**src/rtl/mult_arb_pkg.sv**
```systemverilog
// Shared definitions for the multiplier-sharing arbiter.
//   OP_W / PROD_W : operand and product widths of the external multiplier.
//   rsp_entry_t   : one response FIFO entry {requester id, product}.
//   rr_pick()     : round-robin search returning the first valid index at or after ptr.
package mult_arb_pkg;

   localparam int unsigned OP_W     = 8;
   localparam int unsigned PROD_W   = 16;
   localparam int unsigned MAX_REQ  = 8;
   localparam int unsigned ID_MAX_W = 3;

   typedef struct packed {
      logic [ID_MAX_W-1:0] id;
      logic [PROD_W-1:0]   prod;
   } rsp_entry_t;

   // Search starts at ptr and wraps modulo n_req; returns ptr when nothing is valid.
   function automatic logic [ID_MAX_W-1:0] rr_pick(input logic [MAX_REQ-1:0]  valid,
                                                   input logic [ID_MAX_W-1:0] ptr,
                                                   input int unsigned         n_req);
      int unsigned idx;
      logic        found;
      rr_pick = ptr;
      found   = 1'b0;
      for (int unsigned k = 0; k < MAX_REQ; k++) begin
         idx = 32'(ptr) + k;
         if (idx >= n_req) idx = idx - n_req;
         if (k < n_req && !found && valid[idx[ID_MAX_W-1:0]]) begin
            rr_pick = idx[ID_MAX_W-1:0];
            found   = 1'b1;
         end
      end
   endfunction

endpackage

```
**src/rtl/mult_arb_rsp_fifo.sv**
```systemverilog
// Response FIFO for the multiplier-sharing arbiter.
// Ports:
//   clk, rst_n : clock, asynchronous active-low reset (clears contents)
//   push       : write push_data at the tail
//   push_data  : entry to write
//   pop        : drop the head entry (only meaningful while valid)
//   valid      : FIFO is non-empty
//   head       : entry at the head (zero after reset)
//   count      : number of stored entries
// Never overflows: the arbiter only issues while it holds a credit for a free slot.
module mult_arb_rsp_fifo
   import mult_arb_pkg::*;
#(
   parameter int unsigned DEPTH = 4,
   parameter int unsigned CNT_W = $clog2(DEPTH + 1)
) (
   input  logic             clk,
   input  logic             rst_n,
   input  logic             push,
   input  rsp_entry_t       push_data,
   input  logic             pop,
   output logic             valid,
   output rsp_entry_t       head,
   output logic [CNT_W-1:0] count
);

   localparam int unsigned PTR_W = (DEPTH > 1) ? $clog2(DEPTH) : 1;

   rsp_entry_t       mem_q [DEPTH];
   logic [PTR_W-1:0] rd_ptr_q;
   logic [PTR_W-1:0] wr_ptr_q;
   logic [CNT_W-1:0] count_q;
   logic             full;

   function automatic logic [PTR_W-1:0] ptr_inc(input logic [PTR_W-1:0] p);
      return (32'(p) == DEPTH - 1) ? '0 : p + 1'b1;
   endfunction

   always_ff @(posedge clk or negedge rst_n) begin
      if (!rst_n) begin
         rd_ptr_q <= '0;
         wr_ptr_q <= '0;
         count_q  <= '0;
         for (int k = 0; k < DEPTH; k++) mem_q[k] <= '0;
      end else begin
         if (push) begin
            mem_q[wr_ptr_q] <= push_data;
            wr_ptr_q        <= ptr_inc(wr_ptr_q);
         end
         if (pop) rd_ptr_q <= ptr_inc(rd_ptr_q);
         case ({push, pop})
            2'b10:   count_q <= count_q + 1'b1;
            2'b01:   count_q <= count_q - 1'b1;
            default: count_q <= count_q;
         endcase
      end
   end

   assign valid = (count_q != '0);
   assign full  = (32'(count_q) == DEPTH);
   assign head  = mem_q[rd_ptr_q];
   assign count = count_q;

   no_overflow: assert property (@(posedge clk) disable iff (!rst_n) !(push && full))
      else $error("response fifo overflow");

endmodule

```
**src/rtl/mult_share_arb.sv**
```systemverilog
// Shares one external 8x8 unsigned multiplier among N_REQ requesters.
// Round-robin grant (one issue per cycle), a tag pipe that carries each requester id
// alongside the multiplier latency, and a credit-protected response FIFO.
// Optional build macro: MULT_ARB_STATS_EN adds stat_issue / stat_stall counters.
// Ports:
//   clk, rst_n          : clock (posedge), asynchronous active-low reset
//   req_valid/req_ready : per-requester handshake; req_ready is the one-hot grant
//   req_a/req_b         : packed operands, requester i at [8i+7:8i]
//   mul_a/mul_b         : registered operands to the multiplier
//   mul_p               : multiplier product, valid MUL_LAT posedges after mul_a/mul_b
//   rsp_valid/rsp_ready : response handshake on the FIFO head
//   rsp_id/rsp_p        : requester id and product of the head
//   stat_issue          : (MULT_ARB_STATS_EN) saturating count of issues
//   stat_stall          : (MULT_ARB_STATS_EN) saturating count of cycles with a request but no issue
module mult_share_arb
   import mult_arb_pkg::*;
#(
   parameter int unsigned N_REQ     = 4,
   parameter int unsigned MUL_LAT   = 1,
   parameter int unsigned RSP_DEPTH = 4,
   parameter int unsigned IDW       = $clog2(N_REQ)
) (
   input  logic                  clk,
   input  logic                  rst_n,
   input  logic [N_REQ-1:0]      req_valid,
   output logic [N_REQ-1:0]      req_ready,
   input  logic [N_REQ*OP_W-1:0] req_a,
   input  logic [N_REQ*OP_W-1:0] req_b,
   output logic [OP_W-1:0]       mul_a,
   output logic [OP_W-1:0]       mul_b,
   input  logic [PROD_W-1:0]     mul_p,
   output logic                  rsp_valid,
   input  logic                  rsp_ready,
   output logic [IDW-1:0]        rsp_id,
   output logic [PROD_W-1:0]     rsp_p
`ifdef MULT_ARB_STATS_EN
   ,
   output logic [31:0]           stat_issue,
   output logic [31:0]           stat_stall
`endif
);

   localparam int unsigned CNT_W = $clog2(RSP_DEPTH + 1);
   localparam int unsigned N_STG = MUL_LAT + 1;

   logic [IDW-1:0]   ptr_q;
   logic [N_STG-1:0] tag_vld_q;
   logic [IDW-1:0]   tag_id_q [N_STG];

   logic [CNT_W-1:0] fifo_count;
   logic             fifo_valid;
   logic [31:0]      inflight;
   logic             has_credit;
   logic             any_valid;
   logic             issue;
   logic [IDW-1:0]   grant_idx;
   logic             push;
   logic             pop;
   rsp_entry_t       push_entry;
   rsp_entry_t       head_entry;

   always_comb begin
      inflight = '0;
      for (int k = 0; k < N_STG; k++) inflight = inflight + 32'(tag_vld_q[k]);
   end

   // Credits come from registered state only, so a same-cycle pop frees its slot one
   // cycle late; that lag is what keeps a push from ever meeting a full FIFO.
   assign has_credit = (32'(fifo_count) + inflight) < RSP_DEPTH;
   assign any_valid  = |req_valid;
   assign grant_idx  = IDW'(rr_pick(MAX_REQ'(req_valid), ID_MAX_W'(ptr_q), N_REQ));
   assign issue      = any_valid && has_credit;

   always_comb begin
      req_ready = '0;
      if (issue) req_ready[grant_idx] = 1'b1;
   end

   always_ff @(posedge clk or negedge rst_n) begin
      if (!rst_n) begin
         ptr_q     <= '0;
         mul_a     <= '0;
         mul_b     <= '0;
         tag_vld_q <= '0;
         for (int k = 0; k < N_STG; k++) tag_id_q[k] <= '0;
      end else begin
         // Tag pipe never stalls: the multiplier has no back-pressure either.
         tag_vld_q   <= {tag_vld_q[N_STG-2:0], issue};
         tag_id_q[0] <= grant_idx;
         for (int k = 1; k < N_STG; k++) tag_id_q[k] <= tag_id_q[k-1];
         if (issue) begin
            mul_a <= req_a[32'(grant_idx)*OP_W +: OP_W];
            mul_b <= req_b[32'(grant_idx)*OP_W +: OP_W];
            ptr_q <= (32'(grant_idx) == N_REQ - 1) ? '0 : grant_idx + 1'b1;
         end
      end
   end

   // Last tag stage lines up with a valid mul_p.
   assign push            = tag_vld_q[N_STG-1];
   assign push_entry.id   = ID_MAX_W'(tag_id_q[N_STG-1]);
   assign push_entry.prod = mul_p;
   assign pop             = fifo_valid && rsp_ready;

   mult_arb_rsp_fifo #(
      .DEPTH (RSP_DEPTH),
      .CNT_W (CNT_W)
   ) u_rsp_fifo (
      .clk       (clk),
      .rst_n     (rst_n),
      .push      (push),
      .push_data (push_entry),
      .pop       (pop),
      .valid     (fifo_valid),
      .head      (head_entry),
      .count     (fifo_count)
   );

   assign rsp_valid = fifo_valid;
   assign rsp_id    = IDW'(head_entry.id);
   assign rsp_p     = head_entry.prod;

`ifdef MULT_ARB_STATS_EN
   always_ff @(posedge clk or negedge rst_n) begin
      if (!rst_n) begin
         stat_issue <= '0;
         stat_stall <= '0;
      end else begin
         if (issue && stat_issue != '1) stat_issue <= stat_issue + 32'd1;
         if (any_valid && !issue && stat_stall != '1) stat_stall <= stat_stall + 32'd1;
      end
   end
`endif

endmodule

```
**config.mk**
```make
export PLATFORM = sky130hd
export DESIGN_NAME = mult_share_arb
export DESIGN_NICKNAME = d
export VERILOG_FILES = /design/src/rtl/mult_arb_pkg.sv /design/src/rtl/mult_arb_rsp_fifo.sv /design/src/rtl/mult_share_arb.sv
export SDC_FILE = /design/constraint.sdc
export NUM_CORES = 1
export LEC_CHECK = 0
export CORE_MARGIN = 3
export CORE_UTILIZATION = 30
export DETAILED_ROUTE_END_ITERATION = 16
export PLACE_DENSITY = 0.5
export REMOVE_ABC_BUFFERS = 1
export SYNTH_ARGS = -nofsm -noshare
export SYNTH_HDL_FRONTEND = slang
export SYNTH_HIERARCHICAL = 1
export SYNTH_SLANG_ARGS = --single-unit
```
**constraint.sdc**
```tcl
create_clock -name clk -period 6 [get_ports clk]
set_clock_uncertainty 0.1 [all_clocks]
set_input_delay 0.6 -clock clk [delete_from_list [all_inputs] [get_ports clk]]
set_output_delay 0.6 -clock clk [all_outputs]
set_load 0.1 [all_outputs]
```
[Yosys cells after proc, flatten, opt, wreduce, memory -nomap -nowiden]
Index checks and enable logic that the tools add are counted.
Operators by class
  div/mod/pow operators: 0
  order comparisons: 14
  equality and inequality tests: 5
  muxes and demuxes: 32
  bitwise operators: 2
  add/subtract/negate cells: 14
  multiply operators: 0
  shift operators: 2
  reductions and logical operators: 13
Operators by type and width (count)
  $bwmux W76: 1
  $shiftx A32 B6 Y8: 2
  $bmux W19 S2: 1
  $demux W19 S2: 1
  $mux W18: 2
  $mux W19: 1
  $lt A3 B4 Y1 const B: 4
  $ge A3 B3 Y1 const B: 5
  $mux W2: 7
  $bmux W1 S3: 4
  $mux W3: 4
  $sub A3 B3 Y3 const B: 3
  $eq A2 B2 Y1 const B: 4
  $mux W1: 8
  $logic_and A1 B1 Y1: 7
  $add A2 B1 Y2 const B: 3
  $add A2 B2 Y3 const B: 2
  $not A2 Y3: 2
  $pmux W3 S2: 1
  $add A3 B2 Y4: 1
  $lt A4 B3 Y1 const B: 1
  $mux W4: 1
  $reduce_or A4 Y1: 1
  $add A2 B1 Y3 const B: 1
  other kinds (13): 15
Word-level totals
  RAM bits: 0
  logic and storage cells: 99
  latch bits: 0
  output and inout port bits: 39
  memory bits (read-only): 0
  memories: 0
  bits of input ports: 87
  register bits after elaboration: 107

[Longest topological paths before layout]
Gate-level depths: netlist (run 1).
  depth in word-level cells: 19
  mapped depth: 9

[Modules after synthesis]
The synthesis (run 1) kept the hierarchy.
By module, submodules not included
  mult_arb_rsp_fifo: cells each 214, sequential area each 2077.0 um^2, area each 3943.8 um^2, times used 1
  mult_share_arb: cells each 129, sequential area each 600.6 um^2, area each 1497.7 um^2, times used 1

[Worst setup path after synthesis (run 1)]
No wires, ideal clock.
  path type: register to output
  start point: register u_rsp_fifo.count_q[0], in the netlist u_rsp_fifo/count[0]
  end point: output port req_ready[2]
  arrival time: 3.114 ns
  data required time: 5.300 ns
  cell stages (with the launch flop): 10
  slack: 2.186 ns
  path through: dfrtp_1 -> ha_1 -> a21o_1 -> a221o_1 -> buf_6 -> inv_6 -> nand2b_1 -> buf_6 -> buf_6 -> a21oi_1
Between the ends
  word-level cells in the longest chain between the ends: 4
RTL lines
  start: declaration: line mult_arb_rsp_fifo.sv:32  | logic [CNT_W-1:0] count_q;
  start signal: assignment: line mult_arb_rsp_fifo.sv:52  | 2'b10: count_q <= count_q + 1'b1;
  start signal: assignment: line mult_arb_rsp_fifo.sv:53  | 2'b01: count_q <= count_q - 1'b1;
  start signal: assignment: line mult_arb_rsp_fifo.sv:54  | default: count_q <= count_q;
  $add A3 B2 Y4: line mult_share_arb.sv:69  | assign has_credit = (32'(fifo_count) + inflight) < RSP_DEPTH;
  $lt A4 B3 Y1: line mult_share_arb.sv:69
  $logic_and A1 B1 Y1: line mult_share_arb.sv:72  | assign issue = any_valid && has_credit;
  named net issue: line mult_share_arb.sv:55  | logic issue;
  $mux W4: line mult_share_arb.sv:76  | if (issue) req_ready[grant_idx] = 1'b1;
  end: declaration: line mult_share_arb.sv:26  | output logic [N_REQ-1:0] req_ready,
The timed path passes the listed nets, and every way through them passes these cells.

[Worst setup path in the final report (run 1)]
  start point: register tag_vld_q[1]
  end point: output port req_ready[2]
Between the ends
  word-level cells in the longest chain between the ends: 5
RTL lines
  start: declaration: line mult_share_arb.sv:47  | logic [N_STG-1:0] tag_vld_q;
  start signal: assignment: line mult_share_arb.sv:88  | tag_vld_q <= {tag_vld_q[N_STG-2:0], issue};
  $add A1 B1 Y2: line mult_share_arb.sv:64  | for (int k = 0; k < N_STG; k++) inflight = inflight + 32'(tag_vld_q[k]);
  $add A3 B2 Y4: line mult_share_arb.sv:69
  $lt A4 B3 Y1: line mult_share_arb.sv:69
  $logic_and A1 B1 Y1: line mult_share_arb.sv:72
  named net issue: line mult_share_arb.sv:55
  $mux W4: line mult_share_arb.sv:76
The timed path passes the listed nets, and every way through them passes these cells.

==> run summary, run 1 <==
RUN STATUS
-------------------------------------------------------------------------------------
Run status                                                               finished clean

STA
-------------------------------------------------------------------------------------
Slew at the pin closest to its max-slew limit                                 1.04 ns
Final Slew Violations                                                               0
Tcrit/Tclk final                                                                78.2%
FMAX                                                                        0.213 GHz
# setup viols final                                                                 0
Final sum of negative setup slack                                                0 ns
Hold Worst Slack                                                             0.128 ns
Final Hold Viols                                                                    0
Unrepaired setup endpoints after global routing                                    no
Worst slew margin relative to its limit                                         30.5%
Fin worst setup slack                                                         1.31 ns
Tmin final                                                                    4.69 ns

FLOORPLAN
-------------------------------------------------------------------------------------
Number of standard-cell rows in the floorplan                                      47
Ports placed on the boundary                                                      126
Core area                                                                  0.0169 mm2
Height of the chip                                                             138 um
Starting density of the core                                                    31.2%
Full die area                                                              0.0192 mm2
Width of the die                                                               138 um

CTS
-------------------------------------------------------------------------------------
Max H-tree Level                                                                    3
Total CTS buffers                                                                   9
Post-cts gate resize count                                                          0
Max Buffers Root-to-Sink                                                            2
Post-CTS Hold Buffers                                                               0
TritonCTS clock tree                                                            built
Clock Pin Slew Worst Setup and Hold Paths                                     0.07 ns
Skew-Pair Late Insertion Delay                                                0.35 ns
Clock root cell                                                          sky130_fd_sc_hd__clkbuf_16
Post-CTS Repair Setup Buffers                                                       0
Clk sink count                                                                    103

ROUTE
-------------------------------------------------------------------------------------
Post-detailed-route count of antenna-violating nets                                 0
TritonRoute pass-1 iters                                                            4
DRC errors left                                                                     0
Initial detailed-routing violation count                                           79
Wire per inst                                                                 17.4 um
WL final                                                                      11.8 mm
Routed vias                                                                     3,190
Via-to-Cell Ratio                                                                4.70

GLOBAL ROUTING
-------------------------------------------------------------------------------------
Global-route congestion overflow total                                              0
Met3 track demand over resource in global routing                               6.15%
Gr busiest metal                                                                 met2
Antenna violations before repair                                                    0
Pin count of the biggest net entering global routing                               63
Vias in the first global route                                                  3,544
Global routing met1 resource utilization                                        16.6%
First-pass GRT wire length                                                    19.7 mm
Total GRT Usage                                                                 13.0%
Met2 usage in global routing                                                    20.2%

WORST SETUP PATH
-------------------------------------------------------------------------------------
Arrival time of the worst setup path                                          3.99 ns
WP data required                                                              5.30 ns
Maximum cell stage delay along the critical path                              1.17 ns
Slowest CP cell                                                          sky130_fd_sc_hd__clkdlybuf4s50_1
WP buf/inv                                                                          2
Critical path endpoint category                                          primary output
WS Path Type                                                                  reg2out
Crit path max fanout                                                               19
Cell family contributing the most delay on the critical path             buffers and inverters
Launching element of the worst setup path                                tag_vld_q[1]$_DFF_PN0_
Kind of launch point of the worst setup path                                 register
Reg-to-Reg Start                                                         tag_vld_q[1]$_DFF_PN0_
Worst path cell trace                                                    a21o_1 -> a221o_1 -> inv_6 -> nand2b_1 -> a21oi_1 -> clkdlybuf4s50_1

YOSYS
-------------------------------------------------------------------------------------
Syn Std Cell Area                                                         0.00527 mm2
Synthesized area per cell                                                    15.8 um2
Gate count after technology mapping                                               333
Syn. warnings                                                                       6

JOB
-------------------------------------------------------------------------------------
Count of maximum capacitance violations                                             0

CELLS AND AREA
-------------------------------------------------------------------------------------
Highest-count cells in the layout ignoring fill and taps                 sky130_fd_sc_hd__clkdlybuf4s50_1, sky130_fd_sc_hd__dfrtp_1, sky130_fd_sc_hd__mux2_4
Fraction of layout instances using a drive strength above 1                     26.8%
Synth-to-Final Area Change                                                      31.0%
Layout Utilization                                                              40.9%
Antenna Diode Count                                                                 0
Most frequent standard cell in the layout excluding fill and tap cells   sky130_fd_sc_hd__clkdlybuf4s50_1
Post-layout nets                                                                  550

PLACEMENT
-------------------------------------------------------------------------------------
Worst setup slack after placement                                             1.33 ns
# port buffers                                                                    125
Final HPWL from detailed placement                                            8.04 mm
Placer Congestion                                                               0.742

WORST HOLD PATH
-------------------------------------------------------------------------------------
Worst min path class                                                         in2async

-- stage by stage --
stage / instances / cell area (um2)
6_report: 679 / 6900
3_5_place_dp: 663 / 6600
2_1_floorplan: 316 / 5060
3_3_place_gp: 663 / 6600
5_1_grt: 679 / 6900
4_1_cts: 679 / 6900
-- area by class of cell --
class,instances,area [um2]
Clock inverter,5,57.6
Inverter,5,23.8
Fill cell,1549,9980
Tap cell,220,275
Timing Repair Buffer,127,1260
Clock buffer,11,243
Sequential cell,103,2580
Multi-Input combinational cell,208,2460
-- path summary, 6_finish.rpt --
path                       cells past startpoint                          endpoint  slack (ns)
setup / recovery                               6                      req_ready[2]        1.31
hold / removal                                 1  u_rsp_fifo/mem_q[59]$_DFFE_PN0P_        0.13
setup reg to reg                               5              mul_b[1]$_DFFE_PN0P_        3.10
hold reg to reg                                0          push_entry[17]$_DFF_PN0_        0.26
max in group asynchronous                      2              mul_a[1]$_DFFE_PN0P_        4.47
min in group clk                               0          push_entry[17]$_DFF_PN0_        0.26
-- worst register-to-register path, stage by stage (launching register included) --
cell	delay [ns]
sky130_fd_sc_hd__dfrtp_1	0.84
sky130_fd_sc_hd__a21o_1	0.23
sky130_fd_sc_hd__a221o_1	0.65
sky130_fd_sc_hd__inv_6	0.04
sky130_fd_sc_hd__nand2b_1	0.66
sky130_fd_sc_hd__o221ai_1	0.22
-- flip-flops by register name (all words and copies together) (netlist names) --
name	cells
u_rsp_fifo/mem_q	72
mul_a	8
mul_b	8
u_rsp_fifo/count	3
ptr_q	2
push_entry	2
tag_id_q	2
tag_vld_q	2
u_rsp_fifo/rd_ptr_q	2
u_rsp_fifo/wr_ptr_q	2
-- routing by layer --
layer	wire length (um)	vias up
li1	-	1488
met4	106	0
met1	5140	1574
met5	0	-
met3	1050	8
met2	5520	120
Power of run 1 is left out: the tool's default activity adds up to more than one toggle a clock period on the data nets, which glitch-free logic cannot reach.
==> inputs of run 2 (changes only) <==
--- a/config.mk
+++ b/config.mk
@@ -8,7 +8,7 @@
 export CORE_MARGIN = 3
 export CORE_UTILIZATION = 30
 export DETAILED_ROUTE_END_ITERATION = 16
-export PLACE_DENSITY = 0.5
+export PLACE_DENSITY = 0.51
 export REMOVE_ABC_BUFFERS = 1
 export SYNTH_ARGS = -nofsm -noshare
 export SYNTH_HDL_FRONTEND = slang
==> constraint.sdc (replaced) <==
create_clock -name clk -period 4.2 [get_ports clk]
set_clock_uncertainty 0.1 [all_clocks]
set_input_delay 0.42 -clock clk [delete_from_list [all_inputs] [get_ports clk]]
set_output_delay 0.42 -clock clk [all_outputs]
set_load 0.1 [all_outputs]
==> run summary, run 2 (synthesis gave the netlist of run 1 again) <==
PLACEMENT
--------------------------------------------------------------------------
Final HPWL from detailed placement                                 8.39 mm   +4.3%
Placer Congestion                                                    0.758   +2.1%
# port buffers                                                         125   unchanged

WORST SETUP PATH
--------------------------------------------------------------------------
Critical path capture point                                   req_ready[2]
Kind of launch point of the worst setup path                      register
WS Path Type                                                       reg2out
Logic depth of the worst register-to-register path                       5   unchanged
Launching element of the worst setup path                     tag_vld_q[1]$_DFF_PN0_
Reg-to-Reg Start                                              tag_vld_q[1]$_DFF_PN0_
Arrival time of the worst setup path                               2.86 ns   -1.13 ns
Critical path endpoint category                               primary output
End of the worst register-to-register path                    mul_b[2]$_DFFE_PN0P_
WP data required                                                   3.68 ns   -1.62 ns
Crit path max fanout                                                    19   unchanged
Reg-to-reg setup timing slack                                      1.61 ns   -1.49 ns

ROUTE
--------------------------------------------------------------------------
DRC errors left                                                          0   unchanged
Initial detailed-routing violation count                                74   -6.3%
TritonRoute pass-1 iters                                                 4   unchanged
Via-to-Cell Ratio                                                     4.76   +1.4%
Wire per inst                                                      17.8 um   +2.4%
WL final                                                           12.1 mm   +2.7%
Post-detailed-route count of antenna-violating nets                      0   unchanged
Routed vias                                                          3,244   +1.7%

FLOORPLAN
--------------------------------------------------------------------------
Height of the chip                                                  138 um   unchanged
Ports placed on the boundary                                           126   unchanged
Number of standard-cell rows in the floorplan                           47   unchanged
Core area                                                       0.0169 mm2   unchanged
Full die area                                                   0.0192 mm2   unchanged
Starting density of the core                                         31.2%   unchanged
Width of the die                                                    138 um   unchanged

CTS
--------------------------------------------------------------------------
Total CTS buffers                                                        9   unchanged
TritonCTS clock tree                                                 built
Clk sink count                                                         103   unchanged
Clock root cell                                               sky130_fd_sc_hd__clkbuf_16
Post-CTS Repair Setup Buffers                                            0   unchanged
Post-cts gate resize count                                               0   unchanged
Clock Pin Slew Worst Setup and Hold Paths                          0.07 ns   about the same
Max Buffers Root-to-Sink                                                 2   unchanged
Max H-tree Level                                                         3   unchanged
Post-CTS Hold Buffers                                                    0   unchanged
Skew-Pair Late Insertion Delay                                     0.35 ns   about the same

STA
--------------------------------------------------------------------------
Final Slew Violations                                                    0   unchanged
Tcrit/Tclk final                                                     80.5%
# setup viols final                                                      0   unchanged
Worst slew margin relative to its limit                              31.5%   +0.97 points
FMAX                                                             0.296 GHz
Final Hold Viols                                                         0   unchanged
Tmin final                                                         3.38 ns
Unrepaired setup endpoints after global routing                         no
Final sum of negative setup slack                                     0 ns   unchanged
Slew at the pin closest to its max-slew limit                      1.02 ns   -0.0145 ns

GLOBAL ROUTING
--------------------------------------------------------------------------
Global-route congestion overflow total                                   0   unchanged
Vias in the first global route                                       3,711   +4.7%
First-pass GRT wire length                                         20.6 mm   +4.5%
Total GRT Usage                                                      13.5%   +0.53 points
Antenna violations before repair                                         0   unchanged
Pin count of the biggest net entering global routing                    70   +11%

CELLS AND AREA
--------------------------------------------------------------------------
Layout Utilization                                                   40.9%   about the same
Register ranked first by flip-flop count                      u_rsp_fifo/mem_q
Largest registers                                             u_rsp_fifo/mem_q (72), mul_a (8), mul_b (8)
Number of flip-flops under the largest register name                    72   unchanged
Highest-count cells in the layout ignoring fill and taps      sky130_fd_sc_hd__clkdlybuf4s50_1, sky130_fd_sc_hd__dfrtp_1, sky130_fd_sc_hd__mux2_4
Fraction of layout instances using a drive strength above 1          31.9%   +5.1 points
Post-layout nets                                                       552   +0.36%
Synth-to-Final Area Change                                           31.1%   about the same
Antenna Diode Count                                                      0   unchanged

JOB
--------------------------------------------------------------------------
Count of maximum capacitance violations                                  0   unchanged

WORST HOLD PATH
--------------------------------------------------------------------------
Worst min path class                                              in2async

RUN STATUS
--------------------------------------------------------------------------
Run status                                                    finished clean

## run 2: cell types whose count changed in the layout (fill, tap and decap cells not counted), sizes merged
| cell | previous run | this run |
|---|---|---|
| inv | 5 | 7 |
| clkdlybuf4s50 | 124 | 103 |
| bufinv | 1 | 2 |
| clkinv | 1 | 2 |
| buf | 3 | 26 |
| clkbuf | 11 | 9 |
| clkinvlp | 3 | 1 |
## run 2: worst max-delay path, stage by stage (launching register included)
cell and delay, ns:
sky130_fd_sc_hd__dfrtp_1 0.66, sky130_fd_sc_hd__a21o_1 0.30, sky130_fd_sc_hd__a221o_1 0.60, sky130_fd_sc_hd__inv_6 0.16
sky130_fd_sc_hd__nand2b_1 0.06, sky130_fd_sc_hd__buf_4 0.21, sky130_fd_sc_hd__a21oi_1 0.29, sky130_fd_sc_hd__buf_12 0.22
## run 2: area by class of cell
class | instances | area [um2]
multi-input combinational | 208 | 2460
clock inverter | 7 | 105
sequential | 103 | 2580
fill | 1533 | 9970
inverter | 5 | 23.8
tap | 220 | 275
clock buffer | 9 | 225
timing repair buffer | 129 | 1240
## run 2: layer usage
| metal | share of wire (%) | track usage, % |
|---|---|---|
| met1 | 43 | 16.8 |
| met2 | 46 | 21.5 |
| met3 | 9.9 | 6.77 |
| met4 | 0.96 | 2.81 |
| met5 | 0 | 0 |
## run 2: worst min path at each step
stage / slack (ns) / startpoint / cells after the start / endpoint
global route: 0.13 / rst_n / 1 / u_rsp_fifo/mem_q[65]$_DFFE_PN0P_
global placement: 0.23 / tag_id_q[3]$_DFF_PN0_ / 0 / push_entry[17]$_DFF_PN0_
CTS: 0.11 / rst_n / 1 / u_rsp_fifo/mem_q[65]$_DFFE_PN0P_
detailed placement: 0.24 / tag_id_q[3]$_DFF_PN0_ / 0 / push_entry[17]$_DFF_PN0_
finish: 0.07 / rst_n / 1 / u_rsp_fifo/mem_q[65]$_DFFE_PN0P_
floorplan: 0.02 / rst_n / 0 / mul_a[0]$_DFFE_PN0P_
## run 2: stage by stage
step | hold WS (ns) | area, um2 | setup slack (ns) | std cells
2_1_floorplan | 0.0244 | 5060 | 0.222 | 316
3_3_place_gp | 0.234 | 6580 | 1.03 | 665
3_5_place_dp | 0.237 | 6580 | 0.982 | 665
4_1_cts | 0.109 | 6910 | 0.744 | 681
5_1_grt | 0.132 | 6910 | 0.589 | 681
6_report | 0.0713 | 6910 | 0.818 | 681
Power of run 2 is left out for the same reason.
==> inputs of run 3 (changes only) <==
--- a/config.mk
+++ b/config.mk
@@ -8,7 +8,7 @@
 export CORE_MARGIN = 3
 export CORE_UTILIZATION = 30
 export DETAILED_ROUTE_END_ITERATION = 16
-export PLACE_DENSITY = 0.51
+export PLACE_DENSITY = 0.5
 export REMOVE_ABC_BUFFERS = 1
 export SYNTH_ARGS = -nofsm -noshare
 export SYNTH_HDL_FRONTEND = slang
==> constraint.sdc (replaced) <==
create_clock -name clk -period 3.2 [get_ports clk]
set_clock_uncertainty 0.1 [all_clocks]
set_input_delay 0.32 -clock clk [delete_from_list [all_inputs] [get_ports clk]]
set_output_delay 0.32 -clock clk [all_outputs]
set_load 0.1 [all_outputs]
==> run summary, run 3 (synthesis gave the netlist of run 1 again) <==
GLOBAL ROUTING
-------------------------------------------------------------------------------------
Pin count of the biggest net entering global routing                               53   -24%
Vias in the first global route                                                  3,695   -0.43%
Antenna violations before repair                                                    0   unchanged
First-pass GRT wire length                                                    20.3 mm   -1.8%
Global-route congestion overflow total                                              0   unchanged
Total GRT Usage                                                                 13.3%   -0.22 points

CTS
-------------------------------------------------------------------------------------
Clock Pin Slew Worst Setup and Hold Paths                                     0.07 ns   about the same
Total CTS buffers                                                                   9   unchanged
Max H-tree Level                                                                    3   unchanged
TritonCTS clock tree                                                            built
Post-cts gate resize count                                                          0   unchanged
Max Buffers Root-to-Sink                                                            2   unchanged
Clock root cell                                                          sky130_fd_sc_hd__clkbuf_16
Post-CTS Repair Setup Buffers                                                       0   unchanged
Clk sink count                                                                    103   unchanged
Skew-Pair Late Insertion Delay                                                0.34 ns   about the same

STA
-------------------------------------------------------------------------------------
Tcrit/Tclk final                                                                82.9%
Slew at the pin closest to its max-slew limit                                0.985 ns   -0.0402 ns
Final Hold Viols                                                                    0   unchanged
# setup viols final                                                                 0   unchanged
Unrepaired setup endpoints after global routing                                    no
Final sum of negative setup slack                                                0 ns   unchanged
FMAX                                                                        0.377 GHz
Fin worst setup slack                                                        0.548 ns   -0.270 ns
Tmin final                                                                    2.65 ns
Hold Worst Slack                                                             0.258 ns   +0.187 ns
Worst slew margin relative to its limit                                         34.2%   +2.7 points
Final Slew Violations                                                               0   unchanged

CELLS AND AREA
-------------------------------------------------------------------------------------
Largest registers                                                        u_rsp_fifo/mem_q (72), mul_a (8), mul_b (8)
Fraction of layout instances using a drive strength above 1                     34.9%   +3.0 points
Number of flip-flops under the largest register name                               72   unchanged
Synth-to-Final Area Change                                                      31.3%
Layout Utilization                                                              41.0%   +0.059 points
Most frequent standard cell in the layout excluding fill and tap cells   sky130_fd_sc_hd__dfrtp_1
Highest-count cells in the layout ignoring fill and taps                 sky130_fd_sc_hd__dfrtp_1, sky130_fd_sc_hd__clkdlybuf4s50_1, sky130_fd_sc_hd__buf_4
Antenna Diode Count                                                                 0   unchanged
Post-layout nets                                                                  559   +1.3%
Register ranked first by flip-flop count                                 u_rsp_fifo/mem_q

WORST SETUP PATH
-------------------------------------------------------------------------------------
Crit path max fanout                                                                4   -15
WS Path Type                                                                  reg2out
WP data required                                                              2.78 ns   -0.90 ns
Critical path endpoint category                                          primary output
Worst path cell trace                                                    ha_1 -> a21o_1 -> a221o_1 -> inv_6 -> nand2b_1 -> a21oi_1 -> buf_12
Kind of launch point of the worst setup path                                 register
Maximum cell stage delay along the critical path                              0.44 ns   -0.22 ns
Arrival time of the worst setup path                                          2.23 ns   -0.63 ns
Slowest CP cell                                                          sky130_fd_sc_hd__dfrtp_1

ROUTE
-------------------------------------------------------------------------------------
Routed vias                                                                     3,242   -0.062%
Wire per inst                                                                 18.0 um   +0.84%
DRC errors left                                                                     0   unchanged
Initial detailed-routing violation count                                           89   +20%
Post-detailed-route count of antenna-violating nets                                 0   unchanged
TritonRoute pass-1 iters                                                            4   unchanged
Via-to-Cell Ratio                                                                4.72   -0.93%
WL final                                                                      12.3 mm   +1.7%

PLACEMENT
-------------------------------------------------------------------------------------
Worst setup slack after placement                                            0.687 ns   -0.296 ns
# port buffers                                                                    125   unchanged
Placer Congestion                                                               0.815   +7.6%
Final HPWL from detailed placement                                            8.57 mm   +2.2%

FLOORPLAN
-------------------------------------------------------------------------------------
Ports placed on the boundary                                                      126   unchanged
Width of the die                                                               138 um   unchanged
Core area                                                                  0.0169 mm2   unchanged
Full die area                                                              0.0192 mm2   unchanged
Starting density of the core                                                    31.2%   unchanged
Height of the chip                                                             138 um   unchanged
Number of standard-cell rows in the floorplan                                      47   unchanged

RUN STATUS
-------------------------------------------------------------------------------------
Run status                                                               finished clean

WORST HOLD PATH
-------------------------------------------------------------------------------------
Worst min path class                                                          reg2reg

JOB
-------------------------------------------------------------------------------------
Count of maximum capacitance violations                                             0   unchanged

run 3: changes by cell type in the layout (fill, tap and decap cells not counted):
cell                              previous run  this run
sky130_fd_sc_hd__inv_6                       2         1
sky130_fd_sc_hd__clkinv_2                    0         2
sky130_fd_sc_hd__bufinv_16                   2         1
sky130_fd_sc_hd__clkinv_4                    2         0
sky130_fd_sc_hd__dlygate4sd3_1               0         1
sky130_fd_sc_hd__buf_4                      25        41
sky130_fd_sc_hd__clkdlybuf4s50_1           103        90
sky130_fd_sc_hd__buf_12                      1         4
sky130_fd_sc_hd__inv_8                       1         0
sky130_fd_sc_hd__clkbuf_1                    0         2
run 3: worst paths after layout:
kind | startpoint | slack [ns] | endpoint | depth (start not counted)
max in group asynchronous | rst_n | 1.62 | u_rsp_fifo/mem_q[20]$_DFFE_PN0P_ | 3
max | u_rsp_fifo/count[0]$_DFFE_PN0P_ | 0.55 | req_ready[2] | 7
min reg2reg | tag_id_q[2]$_DFF_PN0_ | 0.26 | push_entry[16]$_DFF_PN0_ | 0
max reg2reg | u_rsp_fifo/count[0]$_DFFE_PN0P_ | 0.89 | u_rsp_fifo/count[2]$_DFFE_PN0P_ | 7
min | tag_id_q[2]$_DFF_PN0_ | 0.26 | push_entry[16]$_DFF_PN0_ | 0
min in group asynchronous | rst_n | 0.45 | u_rsp_fifo/mem_q[59]$_DFFE_PN0P_ | 2
run 3: cell type report:
type	instances	area (um2)
multi-input cells	208	2460
flip-flops and latches	103	2580
well taps	220	275
inverters	5	23.8
repair buffers	136	1300
clock buffers	11	233
fillers	1526	9960
clock inverters	4	47.5
run 3: repair_timing:
item,4_1_cts,5_1_grt
endpoints found under the hold margin,50,0
endpoints found under the setup margin,0,0
hold buffers,1,0
run 3: through the flow:
step                      instance area, um2  std cells
after floorplan                         5060        316
after global placement                  6630        671
after detailed placement                6630        671
after CTS                               6920        687
after global routing                    6920        687
final                                   6920        687
run 3: worst max-delay path, delay by kind of cell (launching register included):
| family | cells | cell delay, ns |
|---|---|---|
| compound gates | 3 | 0.76 |
| fa+ha+maj | 1 | 0.30 |
| buf+inv | 2 | 0.31 |
| flops | 1 | 0.44 |
| simple gates | 1 | 0.09 |
run 3: layer usage:
metal | track usage [%] | part of all wire, %
met4 | 2.65 | 0.79
met2 | 22.2 | 48
met5 | 0 | 0
met3 | 5.70 | 7.8
met1 | 16.2 | 43
Power of run 3 is left out for the same reason.
